===== src/rtl/pll_sup_pkg.sv =====
// Shared types and sizing helpers for the PLL lock supervisor.
// The counter width is derived from the longest interval any state must time.
package pll_sup_pkg;

  typedef enum logic [2:0] {
    PLL_RST,
    WAIT_LOCK,
    STABLE,
    SEQ,
    RUN
  } sup_state_t;

  localparam int RELOCK_W = 8;

  // Width of the shared counter: it must hold (longest interval - 1).
  function automatic int cnt_width(input int lock_wait, input int stable_cyc,
                                   input int rst_pulse, input int seq_gap);
    int m;
    m = lock_wait;
    if (stable_cyc > m) m = stable_cyc;
    if (rst_pulse > m) m = rst_pulse;
    if (seq_gap > m) m = seq_gap;
    return (m < 2) ? 1 : $clog2(m);
  endfunction

endpackage


===== src/rtl/sync_2ff.sv =====
// Single-bit two-flop synchroniser with asynchronous active-high reset.
// Shared by any logic that samples a level from a foreign clock domain.
module sync_2ff (
  input  logic clk,
  input  logic rst,
  input  logic d,
  output logic q
);

  logic meta;

  // NOTE: non-blocking assignments keep meta and q as two distinct flops;
  // blocking ones here would collapse the chain into a single stage.
  always_ff @(posedge clk or posedge rst) begin
    if (rst) begin
      meta <= 1'b0;
      q    <= 1'b0;
    end else begin
      meta <= d;
      q    <= meta;
    end
  end

endmodule


===== src/rtl/pll_lock_supervisor.sv =====
// PLL lock supervisor: pulses the PLL reset, qualifies extlock over a stability
// window, releases downstream resets in index order and re-arms on loss/timeout.
module pll_lock_supervisor
  import pll_sup_pkg::*;
#(
  parameter int N_RST      = 2,
  parameter int RST_PULSE  = 16,
  parameter int LOCK_WAIT  = 65536,
  parameter int STABLE_CYC = 1024,
  parameter int SEQ_GAP    = 8
) (
  input  logic                refclk,
  input  logic                reset,
  input  logic                extlock,
  output logic                pll_rst,
  output logic                locked,
  output logic [N_RST-1:0]    rst_out,
  output logic                lock_lost,
  output logic [RELOCK_W-1:0] relock_cnt
);

  localparam int CNT_W = cnt_width(LOCK_WAIT, STABLE_CYC, RST_PULSE, SEQ_GAP);
  localparam int IDX_W = (N_RST > 1) ? $clog2(N_RST) : 1;

  localparam logic [CNT_W-1:0] PULSE_END  = CNT_W'(RST_PULSE - 1);
  localparam logic [CNT_W-1:0] WAIT_END   = CNT_W'(LOCK_WAIT - 1);
  localparam logic [CNT_W-1:0] STABLE_END = CNT_W'(STABLE_CYC - 1);
  localparam logic [CNT_W-1:0] GAP_END    = CNT_W'(SEQ_GAP - 1);
  localparam logic [IDX_W-1:0] IDX_LAST   = IDX_W'(N_RST - 1);
  localparam logic [N_RST-1:0] BIT0       = N_RST'(1);

  sup_state_t       state;
  logic [CNT_W-1:0] cnt;
  logic [IDX_W-1:0] idx;
  logic             armed;
  logic             lock_s;
  logic             lose;
  logic             timeout;
  logic             bump;

  sync_2ff u_lock_sync (
    .clk (refclk),
    .rst (reset),
    .d   (extlock),
    .q   (lock_s)
  );

  // NOTE: every output of this block is assigned on every pass, so no latch
  // can be inferred even as states are added.
  always_comb begin
    lose    = !lock_s && (state == SEQ || state == RUN);
    timeout = !lock_s && (state == WAIT_LOCK) && (cnt == WAIT_END);
    bump    = lose || timeout;
  end

  always_ff @(posedge refclk or posedge reset) begin
    if (reset) begin
      state      <= PLL_RST;
      cnt        <= '0;
      idx        <= '0;
      armed      <= 1'b0;
      pll_rst    <= 1'b1;
      rst_out    <= '1;
      locked     <= 1'b0;
      lock_lost  <= 1'b0;
      relock_cnt <= '0;
    end else begin
      lock_lost <= 1'b0;
      if (bump && relock_cnt != '1) relock_cnt <= relock_cnt + RELOCK_W'(1);

      if (lose) begin
        state     <= PLL_RST;
        cnt       <= '0;
        pll_rst   <= 1'b1;
        rst_out   <= '1;
        locked    <= 1'b0;
        lock_lost <= 1'b1;
      end else begin
        case (state)
          // The first edge after reset release is treated as the state entry.
          PLL_RST: begin
            if (!armed) begin
              armed <= 1'b1;
            end else if (cnt == PULSE_END) begin
              state   <= WAIT_LOCK;
              cnt     <= '0;
              pll_rst <= 1'b0;
            end else begin
              cnt <= cnt + CNT_W'(1);
            end
          end
          WAIT_LOCK: begin
            if (lock_s) begin
              state <= STABLE;
              cnt   <= '0;
            end else if (timeout) begin
              state   <= PLL_RST;
              cnt     <= '0;
              pll_rst <= 1'b1;
            end else begin
              cnt <= cnt + CNT_W'(1);
            end
          end
          STABLE: begin
            if (!lock_s) begin
              state <= WAIT_LOCK;
              cnt   <= '0;
            end else if (cnt == STABLE_END) begin
              state   <= SEQ;
              cnt     <= '0;
              idx     <= '0;
              rst_out <= rst_out & ~BIT0;
            end else begin
              cnt <= cnt + CNT_W'(1);
            end
          end
          SEQ: begin
            if (idx == IDX_LAST) begin
              state  <= RUN;
              cnt    <= '0;
              locked <= 1'b1;
            end else if (cnt == GAP_END) begin
              idx     <= idx + IDX_W'(1);
              cnt     <= '0;
              rst_out <= rst_out & ~(BIT0 << (idx + IDX_W'(1)));
            end else begin
              cnt <= cnt + CNT_W'(1);
            end
          end
          RUN: begin
            locked <= 1'b1;
          end
          default: begin
            state   <= PLL_RST;
            cnt     <= '0;
            pll_rst <= 1'b1;
            rst_out <= '1;
            locked  <= 1'b0;
          end
        endcase
      end
    end
  end

endmodule

===== config.mk =====
export PLATFORM = sky130hd
export DESIGN_NAME = pll_lock_supervisor
export DESIGN_NICKNAME = d
export VERILOG_FILES = /design/src/rtl/pll_sup_pkg.sv /design/src/rtl/sync_2ff.sv /design/src/rtl/pll_lock_supervisor.sv
export SDC_FILE = /design/constraint.sdc
export NUM_CORES = 1
export LEC_CHECK = 0
export CORE_MARGIN = 4
export CORE_UTILIZATION = 48
export DETAILED_ROUTE_END_ITERATION = 16
export PLACE_DENSITY_LB_ADDON = 0.2
export SLEW_MARGIN = 30
export SYNTH_ARGS = -nofsm -noshare
export SYNTH_HDL_FRONTEND = slang
export SYNTH_HIERARCHICAL = 1
export SYNTH_SLANG_ARGS = --single-unit
export TNS_END_PERCENT = 10

===== constraint.sdc =====
create_clock -name refclk -period 2.29 [get_ports refclk]
set_input_delay 0.458 -clock refclk [delete_from_list [all_inputs] [get_ports refclk]]
set_output_delay 0.458 -clock refclk [all_outputs]
set_load 0.01 [all_outputs]

==> results.txt <==
worst clock skew -> 0.00906 ns
number of buffers inserted during clock tree synthesis -> 5
async set-or-reset flop fraction in the synthesized netlist -> 100%
RSZ-0062 raised after global routing -> false
most frequent standard cell in the layout excluding fill and tap cells -> dfrtp_1
first-pass GRT wire length -> 7.13 mm
layout net count -> 227
overall global routing resource usage -> 17.4%
normalized max-slew margin -> 71.0%
number of optimization iterations in the first detailed-route pass -> 4
number of standard-cell rows in the floorplan -> 22
overall routed net length -> 4.21 mm
gate count of the mapped netlist -> 201
flop and latch count out of synthesis -> 36
Post-Place Cells -> 262
critical path launch point -> cnt[14]
Placeable Area -> 3800 um^2
hold buffer count at cts -> 0
Synth cell types -> 48
post-layout instance count excluding filler cells -> 271
logic gate share of total power -> 36.9%
Detail Route Antenna Nets -> 0
Total Die Area -> 5130 um^2
total power -> 2.15 mW
CTS clock-pin slew for the worst setup and hold paths -> 0.07 ns
relative contribution of sequential cells to total power -> 41.5%
number of pins with negative max-slew slack in the final report -> 0
Diodes inserted -> 0
buffers from clock root to sink, at most -> 2
Max VDD drop -> 601 uV
final core occ -> 59.5%
largest driver fanout on the critical path -> 9
Placer Congestion -> 0.852
I/O pin cnt -> 16
number of levels in the clock H-tree -> 2
EDFF count, synth -> 0
worst hold slack across all endpoints -> 0.345 ns
Area Growth Syn to Fin -> 16.2%
Sw Share -> 38.3%
fraction of layout cells with a size suffix above 1 -> 14.3%
root buffer selected by CTS -> clkbuf_8
share of the cycle needed by the critical path after routing -> 94.5%
number of port buffers -> 15
share of synthesized area occupied by flip-flops and latches -> 46.5%
number of DRC violations after detailed-routing iteration 0 -> 190
nature of the critical path startpoint -> flip-flop
height of the die -> 71.6 um
cell area after synthesis -> 1940 um^2
element type at the critical path end -> flip-flop
final routed wire length divided by cell count -> 15.5 um
Worst EP required -> 2.44 ns
Via density -> 6.06
Crit path arrival time -> 2.32 ns
run status -> finished, final reports clean
Top FF cell, synth -> dfrtp_1
Max Clk Rate -> 0.462 GHz
final number of hold-violating endpoints -> 0
via count of the first global-routing pass -> 1,584
class of the worst hold path -> in -> async
Post-Syn Nets -> 206
CTS tree -> yes
mean post-synth cell area -> 9.67 um^2
clock group share of total power -> 21.5%
min cycle time layout -> 2.16 ns
static leakage -> 0.884 nW
Initial Utilization -> 51.2%
start-to-end type of the worst setup path -> reg -> reg
final sum of negative setup slack -> 0 ns
most frequent cells in the layout -> dfrtp_1 (32), nand2_1 (18), clkdlybuf4s50_1 (15), nor2_1 (14), nand4_1 (12)
max capacitance violation total -> 0
clk_lat worst skew -> 0.29 ns
Reg2Reg Launch Point -> cnt[14]
Internal -> 1.32 mW
grt total ovfl -> 0
dpl hpwl -> 2.96 mm
switching pwr -> 0.821 mW
largest net degree at the start of global routing -> 35
Yosys warnings -> 6
# DRC -> 0
worst slew pin tran -> 0.432 ns
final number of setup-violating endpoints -> 0
total number of clock tree sinks -> 36
initial antenna violation count -> 0
via count -> 1,642
die width -> 71.6 um
Power Dens Cells -> 950 nW/um^2
==> Yosys cell counts (all sizes together) (5+ instances only) <==
library cell,n,share of area [%]
dfrtp,33,42
nand2,18,3.5
nor2,15,3.3
nand4,12,3.9
nand3,11,2.8
o21ai,11,2.8
a21oi,10,3.3
xnor2,10,4.5
inv,9,1.7
buf,7,2.6
nor4,6,1.9
and3,5,1.6
==> state kept, by name (all words and copies together), names as in the netlist <==
| register | cells |
|---|---|
| idx | 1 |
| locked | 1 |
| relock_cnt | 8 |
| u_lock_sync/q | 1 |
| lock_lost | 1 |
| u_lock_sync/meta | 1 |
| rst_out | 2 |
| armed | 1 |
| state | 3 |
| pll_rst | 1 |
| cnt | 16 |
==> area by class of cell <==
cell class	instances	area, um^2
Clock buffer	8	90.1
Sequential cell	36	906
Tap cell	48	60.1
Multi-Input combinational cell	148	967
Fill cell	321	1540
Inverter	9	33.8
Timing Repair Buffer	22	203
==> power groups by stage <==
stage | clock network [mW] | registers (mW) | logic [mW]
floorplan | 0 | 0.851 | 0.611
global placement | 0 | 0.891 | 0.754
detailed placement | 0 | 0.898 | 0.768
CTS | 0.475 | 0.888 | 0.779
global route | 0.510 | 0.916 | 0.872
finish | 0.462 | 0.891 | 0.793
==> critical path: stages, from the launching register on <==
cell and delay (ns):
dfrtp_1 0.46, nand4_1 0.20, or4_1 0.56, a22oi_2 0.26
a21oi_2 0.09, nand2b_1 0.29, o311ai_1 0.16
==> final timing paths <==
| check | to | slack (ns) | cells after the start |
|---|---|---|---|
| setup / recovery | cnt[12] | 0.13 | 6 |
| hold reg to reg | u_lock_sync/q | 0.37 | 0 |
| min in group refclk | u_lock_sync/q | 0.37 | 0 |
| max in group asynchronous | cnt[0] | 1.37 | 3 |
| setup reg to reg | cnt[12] | 0.13 | 6 |
| hold / removal | u_lock_sync/meta | 0.35 | 2 |
==> metrics by stage <==
step | worst slack, ns | instance area (um^2)
CTS | 0.105 | 2240
finish | 0.127 | 2260
global placement | 0.209 | 2150
detailed placement | 0.116 | 2150
global route | 0.00629 | 2260
floorplan | 0.308 | 1940
==> repair_timing <==
item	in CTS	in global routing
endpoints found under the setup margin	0	16
buffers inserted	0	1
gates resized for setup	0	4
==> cell families (layout without fill, tap and decap cells) <==
| logic type | Yosys count | count (layout) | share of synthesized area, % |
|---|---|---|---|
| mux | 2 | 2 | 1.16 |
| xor+xnor | 12 | 12 | 5.41 |
| compound gates | 45 | 45 | 16.9 |
| fa+ha+maj | 2 | 2 | 1.29 |
| simple gates | 87 | 87 | 24.2 |
| flops | 36 | 36 | 46.5 |
| buf+inv | 17 | 39 | 4.50 |
==> layer usage <==
metal,wire [um],global-route usage [%],share of wire [%],vias up
met2,2050,27.0,49,61
met4,70,7.10,1.7,0
li1,-,-,-,781
met3,252,5.33,6.0,9
met1,1840,22.5,44,791
met5,0,0,0,-
(Power assumes the default switching activity.)
